$ cat src/rtl/lsu_dmem_master_if.sv
// Core-side request/response and data-memory bus of the load/store unit.
// The master modport is the LSU's view; the slave modport is the core-plus-memory side.
interface lsu_dmem_master_if #(
  parameter int DM_ADDRESS = 9,
  parameter int DATA_W     = 32
);
  logic                  req_valid;
  logic                  req_ready;
  logic                  MemRead;
  logic                  MemWrite;
  logic [2:0]            Funct3;
  logic [DM_ADDRESS-1:0] addr;
  logic [DATA_W-1:0]     wd;
  logic                  resp_valid;
  logic [DATA_W-1:0]     rd;
  logic [DM_ADDRESS-1:0] mem_addr;
  logic                  mem_re;
  logic [3:0]            mem_wr;
  logic [DATA_W-1:0]     mem_wdata;
  logic [DATA_W-1:0]     mem_rdata;

  modport master (
    input  req_valid, MemRead, MemWrite, Funct3, addr, wd, mem_rdata,
    output req_ready, resp_valid, rd, mem_addr, mem_re, mem_wr, mem_wdata
  );

  modport slave (
    output req_valid, MemRead, MemWrite, Funct3, addr, wd, mem_rdata,
    input  req_ready, resp_valid, rd, mem_addr, mem_re, mem_wr, mem_wdata
  );
endinterface

$ cat src/rtl/lsu_dmem_master.sv
// Load/store unit: turns byte/half/word requests into word-aligned memory
// accesses, splitting a word-crossing access into two consecutive words.
module lsu_dmem_master #(
  parameter int DM_ADDRESS = 9,
  parameter int DATA_W     = 32
) (
  input logic               clk,
  input logic               reset,
  lsu_dmem_master_if.master bus
);

  typedef enum logic [2:0] {IDLE, A1, A2, CAP, RESP} state_t;

  state_t                state, state_nx;
  logic                  ready;
  logic                  accept;
  logic [2:0]            n_in;
  logic                  split_in;

  logic                  is_load_q;
  logic                  zext_q;
  logic                  split_q;
  logic [1:0]            size_q;
  logic [1:0]            off_q;
  logic [DM_ADDRESS-1:0] w0_q;
  logic [DATA_W-1:0]     wd_q;
  logic [DATA_W-1:0]     lo_q;
  logic [DATA_W-1:0]     rd_q;

  logic [3:0]            base_mask;
  logic [7:0]            lane_mask;
  logic [2*DATA_W-1:0]   wide_wd;
  logic [2*DATA_W-1:0]   both_words;
  logic [DATA_W-1:0]     raw_val;
  logic [DATA_W-1:0]     load_val;

  assign ready  = (state == IDLE) && !reset;
  assign accept = bus.req_valid && ready && (bus.MemRead || bus.MemWrite);

  always_comb begin
    case (bus.Funct3[1:0])
      2'b00:   n_in = 3'd1;
      2'b01:   n_in = 3'd2;
      default: n_in = 3'd4;
    endcase
    split_in = (3'(bus.addr[1:0]) + n_in) > 3'd4;
  end

  // NOTE: sequential state uses non-blocking assignments so every register
  // samples pre-edge values, independent of process evaluation order.
  always_ff @(posedge clk) begin
    if (reset) begin
      state <= IDLE;
      rd_q  <= '0;
    end else begin
      state <= state_nx;
      if (state == CAP) rd_q <= load_val;
    end
  end

  // NOTE: request and datapath registers carry no reset; they are always
  // written at accept before being consumed, so reset would only cost muxes.
  always_ff @(posedge clk) begin
    if (accept) begin
      is_load_q <= bus.MemRead;
      zext_q    <= bus.Funct3[2];
      size_q    <= bus.Funct3[1:0];
      off_q     <= bus.addr[1:0];
      split_q   <= split_in;
      w0_q      <= {bus.addr[DM_ADDRESS-1:2], 2'b00};
      wd_q      <= bus.wd;
    end
    if (state == A2 && is_load_q) lo_q <= bus.mem_rdata;
  end

  // Lanes [3:0] belong to W0 and [7:4] to W1 once shifted by the byte offset.
  always_comb begin
    case (size_q)
      2'b00:   base_mask = 4'b0001;
      2'b01:   base_mask = 4'b0011;
      default: base_mask = 4'b1111;
    endcase
    lane_mask = {4'b0000, base_mask} << off_q;
    wide_wd   = {{DATA_W{1'b0}}, wd_q} << {off_q, 3'b000};
  end

  // In CAP mem_rdata holds the last word read; for a split it is W1 and lo_q holds W0.
  always_comb begin
    both_words = split_q ? {bus.mem_rdata, lo_q} : {{DATA_W{1'b0}}, bus.mem_rdata};
    raw_val    = DATA_W'(both_words >> {off_q, 3'b000});
    case (size_q)
      2'b00:   load_val = zext_q ? {{(DATA_W-8){1'b0}}, raw_val[7:0]}
                                 : {{(DATA_W-8){raw_val[7]}}, raw_val[7:0]};
      2'b01:   load_val = zext_q ? {{(DATA_W-16){1'b0}}, raw_val[15:0]}
                                 : {{(DATA_W-16){raw_val[15]}}, raw_val[15:0]};
      default: load_val = raw_val;
    endcase
  end

  // NOTE: every output and next-state value gets a default first, so no path
  // through the case can leave one unassigned and infer a latch.
  always_comb begin
    state_nx      = state;
    bus.resp_valid = 1'b0;
    bus.mem_addr   = '0;
    bus.mem_re     = 1'b0;
    bus.mem_wr     = 4'b0000;
    bus.mem_wdata  = '0;
    case (state)
      IDLE: if (accept) state_nx = A1;
      A1: begin
        bus.mem_addr = w0_q;
        if (is_load_q) begin
          bus.mem_re = 1'b1;
        end else begin
          bus.mem_wr    = lane_mask[3:0];
          bus.mem_wdata = wide_wd[DATA_W-1:0];
        end
        if (split_q)        state_nx = A2;
        else if (is_load_q) state_nx = CAP;
        else                state_nx = RESP;
      end
      A2: begin
        bus.mem_addr = w0_q + DM_ADDRESS'(4);
        if (is_load_q) begin
          bus.mem_re = 1'b1;
        end else begin
          bus.mem_wr    = lane_mask[7:4];
          bus.mem_wdata = wide_wd[2*DATA_W-1:DATA_W];
        end
        state_nx = is_load_q ? CAP : RESP;
      end
      CAP:  state_nx = RESP;
      RESP: begin
        bus.resp_valid = 1'b1;
        state_nx       = IDLE;
      end
      default: state_nx = IDLE;
    endcase
    // Reset silences the bus in the same cycle so an aborted split never writes W1.
    if (reset) begin
      bus.resp_valid = 1'b0;
      bus.mem_addr   = '0;
      bus.mem_re     = 1'b0;
      bus.mem_wr     = 4'b0000;
      bus.mem_wdata  = '0;
    end
  end

  assign bus.req_ready = ready;
  assign bus.rd        = rd_q;

endmodule

$ cat src/flat_wrapper.sv
// flat-port wrapper written by rule: the top's interface ports become plain ports
module lsu_dmem_master_flat 
#(
  parameter int DM_ADDRESS = 9,
  parameter int DATA_W     = 32
)
  (clk, reset, bus_req_valid, bus_MemRead, bus_MemWrite, bus_Funct3, bus_addr, bus_wd, bus_mem_rdata, bus_req_ready, bus_resp_valid, bus_rd, bus_mem_addr, bus_mem_re, bus_mem_wr, bus_mem_wdata);
  lsu_dmem_master_if #(.DM_ADDRESS(DM_ADDRESS), .DATA_W(DATA_W)) bus_i ();
  input logic clk;
  input logic reset;
  input wire logic [$bits(bus_i.req_valid)-1:0] bus_req_valid;
  input wire logic [$bits(bus_i.MemRead)-1:0] bus_MemRead;
  input wire logic [$bits(bus_i.MemWrite)-1:0] bus_MemWrite;
  input wire logic [$bits(bus_i.Funct3)-1:0] bus_Funct3;
  input wire logic [$bits(bus_i.addr)-1:0] bus_addr;
  input wire logic [$bits(bus_i.wd)-1:0] bus_wd;
  input wire logic [$bits(bus_i.mem_rdata)-1:0] bus_mem_rdata;
  output wire logic [$bits(bus_i.req_ready)-1:0] bus_req_ready;
  output wire logic [$bits(bus_i.resp_valid)-1:0] bus_resp_valid;
  output wire logic [$bits(bus_i.rd)-1:0] bus_rd;
  output wire logic [$bits(bus_i.mem_addr)-1:0] bus_mem_addr;
  output wire logic [$bits(bus_i.mem_re)-1:0] bus_mem_re;
  output wire logic [$bits(bus_i.mem_wr)-1:0] bus_mem_wr;
  output wire logic [$bits(bus_i.mem_wdata)-1:0] bus_mem_wdata;
  assign bus_i.req_valid = bus_req_valid;
  assign bus_i.MemRead = bus_MemRead;
  assign bus_i.MemWrite = bus_MemWrite;
  assign bus_i.Funct3 = bus_Funct3;
  assign bus_i.addr = bus_addr;
  assign bus_i.wd = bus_wd;
  assign bus_i.mem_rdata = bus_mem_rdata;
  assign bus_req_ready = bus_i.req_ready;
  assign bus_resp_valid = bus_i.resp_valid;
  assign bus_rd = bus_i.rd;
  assign bus_mem_addr = bus_i.mem_addr;
  assign bus_mem_re = bus_i.mem_re;
  assign bus_mem_wr = bus_i.mem_wr;
  assign bus_mem_wdata = bus_i.mem_wdata;
  lsu_dmem_master #(.DM_ADDRESS(DM_ADDRESS), .DATA_W(DATA_W)) u_core (.clk(clk), .reset(reset), .bus(bus_i));
endmodule
$ cat config.mk
export PLATFORM = sky130hd
export DESIGN_NAME = lsu_dmem_master_flat
export DESIGN_NICKNAME = d
export VERILOG_FILES = /design/src/rtl/lsu_dmem_master_if.sv /design/src/rtl/lsu_dmem_master.sv /design/src/flat_wrapper.sv
export SDC_FILE = /design/constraint.sdc
export NUM_CORES = 1
export LEC_CHECK = 0
export CORE_ASPECT_RATIO = 1.5
export CORE_MARGIN = 3
export CORE_UTILIZATION = 45
export CTS_BUF_LIST = sky130_fd_sc_hd__clkbuf_8 sky130_fd_sc_hd__clkbuf_16
export CTS_CLUSTER_SIZE = 14
export DETAILED_ROUTE_END_ITERATION = 12
export PLACE_DENSITY = 0.84
export SYNTH_ARGS = -nofsm -noshare
export SYNTH_HDL_FRONTEND = slang
export SYNTH_SLANG_ARGS = --single-unit
$ cat constraint.sdc
create_clock -name clk -period 6.3 [get_ports clk]
set_clock_uncertainty 0.1 [all_clocks]
set_input_delay 0.63 -clock clk [delete_from_list [all_inputs] [get_ports clk]]
set_output_delay 0.63 -clock clk [all_outputs]
set_load 0.02 [all_outputs]
==> impl_metrics.tcl, run 1 <==
set metrics [dict create \
    io_buffers 158 \
    grt_pass1_vias 5515 \
    clk_latency_ns 0.42 \
    grt_usage_pct 24.2 \
    required_ns 5.57 \
    arrival_ns 3.72 \
    setup_viol 0 \
    synthXorXnorAreaFrac_pct 0.832 \
    synth_top_family_by_area "compound AO/OA/AOI/OAI gates" \
    synth.avg_cell_area_um2 10.6 \
    synth_cells 596 \
    fin_setup_tns_ns 0 \
    diodes 0 \
    grt_overflow 0 \
    wl_met3_um 1490 \
    r2r_slack_ns 2.26 \
    rows 52 \
    grt_pass1_wl_um 29000 \
    muxShareOfSynthArea_pct 16.6 \
    power_w 0.00200 \
    period_share_pct 70.7 \
    wl_per_cell_um 20.5 \
    path_max_fanout 30 \
    hold_viol 0 \
    hold_path.class "flip-flop to flip-flop" \
    grt_max_degree 59 \
    avgViaCountPerCell 6.07 \
    root_buffer "clkbuf_16" \
    wl_met1_um 6690 \
    dp_cells 877 \
    vdd_drop_max_v 0.000149 \
    p_leak_nw 2.96 \
    post-dp-hpwl_um 13400 \
    drt_iter0_drc 369 \
    die_w_um 103 \
    h-tree-depth 4 \
    netlist_area_mm2 0.00632 \
    slew_violations 0 \
    synthToLayoutAreaGrowth_pct 35.0 \
    async_flop_share_pct 0 \
    cts_setup_buffers 0 \
    clock_path_buffers 2 \
    synth_compound_area_share_pct 18.1 \
    gp_congestion 0.904 \
    synth-adder-area-share_pct 0.713 \
    slew_headroom_pct 23.3 \
    layout_min_cycle_time_ns 4.45 \
    yosysTopAreaCell "edfxtp_1" \
    synthFlopType "edfxtp_1" \
    dr.pass1.iters 6 \
    synth_area_leaders "edfxtp_1 37%, dfxtp_1 11%, mux2i_1 9.5%, nor2_1 6.7%, mux2_2 4.3%" \
    synth-edff-count 78 \
    die_area_mm2 0.0155 \
    ant_nets 0 \
    synth_seq_cells 113 \
    vias 5515 \
    cts_num_sinks 113 \
    final_nets 818 \
    num_io_pins 161 \
    fmax_mhz 224 \
    cts_resized 0 \
    yosysSeqAreaShare_pct 48.1 \
    yosysUniqueCellTypes 53 \
    fillers 1008 \
    start_util_pct 46.5 \
    core_mm2 0.0136 \
    route.top_layer_used "met4" \
    stdcell_count 909 \
    synth-simple-area-share_pct 11.4 \
    powerDensity_mw_per_mm2 234 \
    end_kind "output pin" \
    drc 0 \
    tightest_slew_ns 1.14 \
    wirelength_um 18600 \
    numCtsBuffers 17 \
    grt_setup_unrepaired "false" \
    critPathLaunchType "flip-flop" \
    drive_gt1_share_pct 12.2 \
    synth_warnings 0 \
    critical_path_class "flip-flop to output pin" \
    cts_tree "done" \
    status "completed" \
    wl_met2_um 9680 \
    chipHeight_um 151 \
    antenna_found_initial 0 \
    hold_buffers 0 \
    synth_top_area_share_pct 37.1 \
    path_clk_slew_ns 0.06 \
    maxCapViolCount 0 \
]
==> critical path, stage by stage, from the launching register on <==
cell	delay (ns)
edfxtp_1	0.86
inv_1	0.67
nor3_2	0.71
a222oi_1	0.24
nor2_1	0.18
clkdlybuf4s50_1	0.64
==> per-layer routing <==
layer  global-route usage, %  vias to the layer above
li1                        -                     2535
met1                    27.6                     2641
met2                    42.4                      289
met3                    4.93                       50
met4                    11.9                        0
met5                       0                        -
==> cells in the mapped netlist, drive strengths merged, types with 9 or more instances <==
library cell  number
clkbuf            28
dfxtp             35
nand3              9
edfxtp            78
a21oi             35
mux2              24
nand2             27
a22oi             15
buf               21
mux2i             60
nor2             112
o21ai             13
o22a               9
a211oi            38
==> path summary, 6_finish.rpt <==
path / from / end / depth (start not counted)
max: u_core.off_q[1]$_DFFE_PP_ / bus_mem_wdata[18] / 5
min: u_core.bus.rd[1]$_SDFFE_PP0N_ / u_core.bus.rd[1]$_SDFFE_PP0N_ / 2
max reg2reg: u_core.off_q[0]$_DFFE_PP_ / u_core.bus.rd[31]$_SDFFE_PP0N_ / 7
min reg2reg: u_core.bus.rd[1]$_SDFFE_PP0N_ / u_core.bus.rd[1]$_SDFFE_PP0N_ / 2
==> cells in the final DEF (no fill, tap or decap), drive strengths merged, types with 12 or more instances in the layout <==
cell type      instances
clkdlybuf4s50        158
nor2                 112
edfxtp                78
mux2i                 60
a211oi                38
a21oi                 35
dfxtp                 35
nand2                 27
mux2                  24
clkbuf                19
a22oi                 15
o21ai                 13
inv                   12
==> where the power goes <==
part           switching (W)  internal, W  total (W)
combinational       0.000133     0.000123   0.000256
sequential         0.0000244     0.000821   0.000845
clock               0.000350     0.000546   0.000896
total               0.000507      0.00149    0.00200
==> sequential cells by signal (all words and copies together) (netlist names) <==
signal	flops
u_core.bus.rd	32
u_core.lo_q	32
u_core.wd_q	32
u_core.w0_q	7
u_core.state	3
u_core.off_q	2
u_core.size_q	2
u_core.is_load_q	1
u_core.split_q	1
u_core.zext_q	1
==> kinds of logic (layout without fill, tap and decap cells) <==
| group | after synthesis | in the layout |
|---|---|---|
| AOI/OAI and AO/OA | 153 | 153 |
| xor gates and xnor gates | 6 | 6 |
| adders and majority gates | 3 | 3 |
| buffers and inverters | 58 | 208 |
| DFF | 113 | 113 |
| muxes | 92 | 92 |
| other | 1 | 2 |
| and+or+nand+nor | 170 | 170 |
==> cell type report <==
type | instances | area [um2] | area share [%]
flip-flops and latches | 113 | 3040 | 35.7
multi-input cells | 426 | 3040 | 35.7
repair buffers | 167 | 1650 | 19.3
clock buffers | 19 | 475 | 5.57
well taps | 162 | 203 | 2.38
clock inverters | 13 | 85.1 | 0.997
inverters | 9 | 33.8 | 0.396
==> stage by stage <==
stage	area, um2	hold slack, ns	worst slack (ns)	util, %
2_1_floorplan	6320	0.469	0.295	-
3_3_place_gp	7970	0.394	2.17	58.6
3_5_place_dp	7970	0.395	2.04	58.6
4_1_cts	8530	0.403	1.88	62.7
5_1_grt	8530	0.430	1.64	62.7
6_report	8530	0.398	1.85	62.7
Note: power is estimated with default switching activity, not from simulation.
==> run 2, diff against run 1 <==
--- a/config.mk
+++ b/config.mk
@@ -7,11 +7,11 @@
 export LEC_CHECK = 0
 export CORE_ASPECT_RATIO = 1.5
 export CORE_MARGIN = 3
-export CORE_UTILIZATION = 45
+export CORE_UTILIZATION = 50
 export CTS_BUF_LIST = sky130_fd_sc_hd__clkbuf_8 sky130_fd_sc_hd__clkbuf_16
 export CTS_CLUSTER_SIZE = 14
 export DETAILED_ROUTE_END_ITERATION = 12
-export PLACE_DENSITY = 0.84
+export PLACE_DENSITY = 0.88
 export SYNTH_ARGS = -nofsm -noshare
 export SYNTH_HDL_FRONTEND = slang
 export SYNTH_SLANG_ARGS = --single-unit
==> constraint.sdc (replaced) <==
create_clock -name clk -period 4.6 [get_ports clk]
set_clock_uncertainty 0.1 [all_clocks]
set_input_delay 0.46 -clock clk [delete_from_list [all_inputs] [get_ports clk]]
set_output_delay 0.46 -clock clk [all_outputs]
set_load 0.02 [all_outputs]
==> run 2 against run 1 <==
Clock power increased by 33%. Count of clock-buffer cells in the layout fell by 1. Global-route usage is 2.6 points higher. Worst setup slack worse by 1.3 ns. Critical endpoint is now bus_mem_wdata[21].
==> impl_metrics.tcl, run 2 (synthesized netlist as in run 1, its figures left out) <==
set metrics [dict create \
    r2r_slack_ns 1.42 \
    status "completed" \
    cts_setup_buffers 0 \
    numCtsBuffers 17 \
    hold_buffers 0 \
    holdPathStages 2 \
    power_w 0.00271 \
    grt_pass1_wl_um 29400 \
    rows 49 \
    p_sw_w 0.000711 \
    dr.pass1.iters 5 \
    clockPowerShare_pct 44.0 \
    p_leak_nw 2.97 \
    root_buffer "clkbuf_16" \
    final_nets 822 \
    tightest_slew_ns 1.11 \
    grt_overflow 0 \
    rr_worst_depth 5 \
    synthToLayoutAreaGrowth_pct 35.1 \
    wl_per_cell_um 20.9 \
    wirelength_um 18900 \
    cts_tree "done" \
    seq_power_share_pct 42.8 \
    internal_power_w 0.00200 \
    die_area_mm2 0.0141 \
    vias 5578 \
    powerDensity_mw_per_mm2 318 \
    cts_num_sinks 113 \
    grt_setup_unrepaired "false" \
    drt_iter0_drc 458 \
    critical_path_class "flip-flop to output pin" \
    pre_cts_slack_ns 1.09 \
    stdcell_count 904 \
    grt_pass1_vias 5608 \
    required_ns 4.04 \
    path_clk_slew_ns 0.06 \
    cts_resized 0 \
    critPathLaunchType "flip-flop" \
    arrival_ns 3.47 \
    die_w_um 97.8 \
    num_io_pins 161 \
    period_share_pct 87.6 \
    use_met1_pct 28.4 \
    cpPeakStageDelay_ns 0.67 \
    slew_headroom_pct 26.0 \
    hold_viol 0 \
    layout_common_cells "158 x clkdlybuf4s50_1, 112 x nor2_1, 78 x edfxtp_1" \
    grt_usage_pct 26.8 \
    chipHeight_um 144 \
    slew_violations 0 \
    cpMostUsedCell "nor2_1" \
    postPlaceCellArea_mm2 0.00800 \
    drive_gt1_share_pct 12.9 \
    drc 0 \
    dp_cells 872 \
    setup_viol 0 \
    maxCapViolCount 0 \
    io_buffers 158 \
    clock_path_buffers 2 \
    hold_path.class "flip-flop to flip-flop" \
    diodes 0 \
    grt_max_degree 59 \
    clk_latency_ns 0.41 \
    vdd_drop_max_v 0.000252 \
    stdcell_area_mm2 0.00854 \
    layout_min_cycle_time_ns 4.03 \
    fin_setup_tns_ns 0 \
    end_kind "output pin" \
    p_comb_share_pct 13.2 \
    power.share.switching_pct 26.2 \
    setup_ws_ns 0.572 \
    avgViaCountPerCell 6.17 \
    fmax_mhz 248 \
    gp_congestion 0.923 \
    core_mm2 0.0122 \
    use_met2_pct 49.7 \
    final_common_cell "clkdlybuf4s50_1" \
    worst_path_max_delay_cell "nor2_1" \
    antenna_found_initial 0 \
    path_max_fanout 14 \
    path_cells "nor4b_1 > nand2_1 > nor2_1 > a222oi_1 > nor2_1 > clkdlybuf4s50_1" \
    h-tree-depth 4 \
    start_util_pct 51.8 \
    post-dp-hpwl_um 13700 \
    grtUsageMet3_pct 6.36 \
    busiest_layer "met2" \
    ant_nets 0 \
]
[run 2: cell count changes in the layout (fill, tap and decap cells not counted)]
cell and delta:
nor4_4 +1, inv_4 +1, inv_1 -2, nor4_2 -1
clkinvlp_4 -1, clkbuf_16 -2, clkbuf_8 +1, buf_4 +4
inv_6 +3
[run 2: cell type report]
cell class	count	area, um2
fillers	880	3660
inverters	9	33.8
multi-input cells	426	3050
clock inverters	14	103
repair buffers	171	1680
well taps	153	191
clock buffers	18	439
flip-flops and latches	113	3040
[run 2: path summary, 6_finish.rpt]
kind / start / to
setup / recovery: u_core.state[1]$_SDFFE_PP0P_ / bus_mem_wdata[21]
setup reg to reg: u_core.off_q[0]$_DFFE_PP_ / u_core.bus.rd[17]$_SDFFE_PP0N_
hold / removal: u_core.bus.rd[5]$_SDFFE_PP0N_ / u_core.bus.rd[5]$_SDFFE_PP0N_
hold reg to reg: u_core.bus.rd[5]$_SDFFE_PP0N_ / u_core.bus.rd[5]$_SDFFE_PP0N_
[run 2: critical path: cells and delay by family (launching register included)]
family          cells  cell delay, ns
compound gates      1            0.20
buf+inv             1            0.63
flops               1            0.59
simple gates        4            1.63
[run 2: power by group through the flow]
stage	sequential [W]	clock, W	combinational [W]
after floorplan	0.00117	0	0.000204
after global placement	0.00118	0	0.000342
after CTS	0.00116	0.00120	0.000356
after detailed placement	0.00118	0	0.000353
after global routing	0.00116	0.00126	0.000382
final	0.00116	0.00119	0.000359
[run 2: per-stage QoR]
stage	utilization [%]	hold WS, ns
floorplan	-	0.459
global placement	65.6	0.394
detailed placement	65.6	0.395
CTS	70.0	0.403
global route	70.0	0.443
finish	70.0	0.398
[run 2: per-layer routing]
metal	vias up	part of all wire [%]
li1	2547	-
met1	2675	35
met2	306	55
met3	50	6.5
met4	0	4.4
met5	-	0
==> run 3, diff against run 2 <==
--- a/config.mk
+++ b/config.mk
@@ -5,6 +5,7 @@
 export SDC_FILE = /design/constraint.sdc
 export NUM_CORES = 1
 export LEC_CHECK = 0
+export CAP_MARGIN = 20
 export CORE_ASPECT_RATIO = 1.5
 export CORE_MARGIN = 3
 export CORE_UTILIZATION = 50
==> run 3 against run 2 <==
Register-to-register slack barely moved. Die area did not move. Worst setup slack got worse by 0.026 ns. Worst hold slack barely moved. Sequential cell count did not move. Maximum frequency fell by 0.64%.
==> impl_metrics.tcl, run 3 (synthesized netlist as in run 1, its figures left out) <==
set metrics [dict create \
    status "completed" \
    drt_iter0_drc 504 \
    final_common_cell "clkdlybuf4s50_1" \
    final-seq-area_mm2 0.00304 \
    critical_path_class "flip-flop to output pin" \
    reg2reg_from "u_core.off_q[0]$_DFFE_PP_" \
    drive_gt1_share_pct 13.0 \
    clock_path_buffers 2 \
    pre_cts_slack_ns 1.09 \
    start_util_pct 51.8 \
    p_comb_share_pct 13.3 \
    cts_tree "done" \
    diodes 0 \
    min_to "u_core.bus.rd[5]$_SDFFE_PP0N_" \
    cts_num_sinks 113 \
    root_buffer "clkbuf_16" \
    slew_headroom_pct 34.8 \
    h-tree-depth 4 \
    holdPathStages 2 \
    cts_setup_buffers 0 \
    dr.pass1.iters 5 \
    required_ns 4.04 \
    fmax_mhz 247 \
    rows 49 \
    grt_pass1_wl_um 29400 \
    hold_viol 0 \
    end_kind "output pin" \
    fillers 881 \
    postPlaceCellArea_mm2 0.00800 \
    avgViaCountPerCell 6.14 \
    layout_min_cycle_time_ns 4.05 \
    wirelength_um 19000 \
    layout_common_cells "158 x clkdlybuf4s50_1, 112 x nor2_1, 78 x edfxtp_1" \
    grt_setup_unrepaired "false" \
    powerDensity_mw_per_mm2 318 \
    internal_power_w 0.00200 \
    grt_max_degree 59 \
    cts_resized 0 \
    setup_ws_ns 0.546 \
    gp_congestion 0.923 \
    chipHeight_um 144 \
    p_leak_nw 2.98 \
    worst_r2r_endpoint "u_core.bus.rd[17]$_SDFFE_PP0N_" \
    clk_latency_ns 0.41 \
    hold_buffers 0 \
    dp_cells 872 \
    path_max_fanout 14 \
    multi_input_area_mm2 0.00305 \
    core_mm2 0.0122 \
    post-dp-hpwl_um 13700 \
    tightest_slew_ns 0.974 \
    synthToLayoutAreaGrowth_pct 35.4 \
    die_w_um 97.8 \
    stdcell_count 905 \
    seq_power_share_pct 42.7 \
    slew_violations 0 \
    num_io_pins 161 \
    stdcell_area_mm2 0.00855 \
    die_area_mm2 0.0141 \
    wl_per_cell_um 20.9 \
    numCtsBuffers 17 \
    path_clk_slew_ns 0.06 \
    grt_pass1_vias 5608 \
    vias 5557 \
    rr_worst_depth 5 \
    critPathLaunchType "flip-flop" \
    maxCapViolCount 0 \
    vdd_drop_max_v 0.000254 \
    setup_viol 0 \
    ant_nets 0 \
    fin_setup_tns_ns 0 \
    grt_usage_pct 26.8 \
    grt_overflow 0 \
    r2r_slack_ns 1.43 \
    p_sw_w 0.000714 \
    antenna_found_initial 0 \
    power.share.switching_pct 26.3 \
    hp-start "u_core.bus.rd[5]$_SDFFE_PP0N_" \
    hold_path.class "flip-flop to flip-flop" \
    clockPowerShare_pct 44.0 \
    io_buffers 158 \
    arrival_ns 3.49 \
    period_share_pct 88.1 \
    final_nets 823 \
    drc 0 \
]
run 3: cell count changes in the layout (fill, tap and decap cells not counted), sizes merged:
cell  before  now
buf       13   14
run 3: power by group through the flow:
stage,clock [W],sequential (W),combinational [W]
2_1_floorplan,0,0.00117,0.000204
3_3_place_gp,0,0.00118,0.000342
3_5_place_dp,0,0.00118,0.000353
4_1_cts,0.00120,0.00116,0.000356
5_1_grt,0.00126,0.00116,0.000385
6_report,0.00120,0.00116,0.000361
run 3: area by class of cell:
cell class	instances	share of cell area, %
Timing Repair Buffer	172	19.8
Multi-Input combinational cell	426	35.7
Clock buffer	18	5.13
Tap cell	153	2.24
Inverter	9	0.395
Clock inverter	14	1.20
Sequential cell	113	35.6
run 3: metrics by stage:
stage                     util (%)  power [W]  hold WS (ns)
after floorplan                  -    0.00137         0.459
final                         70.1    0.00272         0.397
after global placement        65.6    0.00152         0.394
after detailed placement      65.6    0.00153         0.395
after CTS                     70.0    0.00272         0.403
after global routing          70.1    0.00281         0.443
run 3: routing by layer:
metal	global-route usage [%]	vias to the layer above	routed length [um]
li1	-	2549	-
met4	13.2	0	831
met5	0	-	0
met3	6.36	50	1180
met2	49.7	273	10300
met1	28.4	2685	6590
run 3: critical path, cell delays in order (launching register included):
cell	delay [ns]
dfxtp_1	0.62
nor4b_1	0.46
nand2_1	0.34
nor2_1	0.66
a222oi_1	0.20
nor2_1	0.17
clkdlybuf4s50_1	0.63
run 3: worst max path at each step:
stage	start	endpoint	slack [ns]	depth (start not counted)
after floorplan	reset	u_core.is_load_q$_DFFE_PP_	0.67	2
after global placement	reset	bus_mem_re	1.20	6
after detailed placement	u_core.state[1]$_SDFFE_PP0P_	bus_mem_wdata[21]	1.09	6
after CTS	u_core.state[1]$_SDFFE_PP0P_	bus_mem_wdata[21]	0.61	6
after global routing	u_core.state[1]$_SDFFE_PP0P_	bus_mem_wdata[21]	0.41	6
final	u_core.state[1]$_SDFFE_PP0P_	bus_mem_wdata[21]	0.55	6
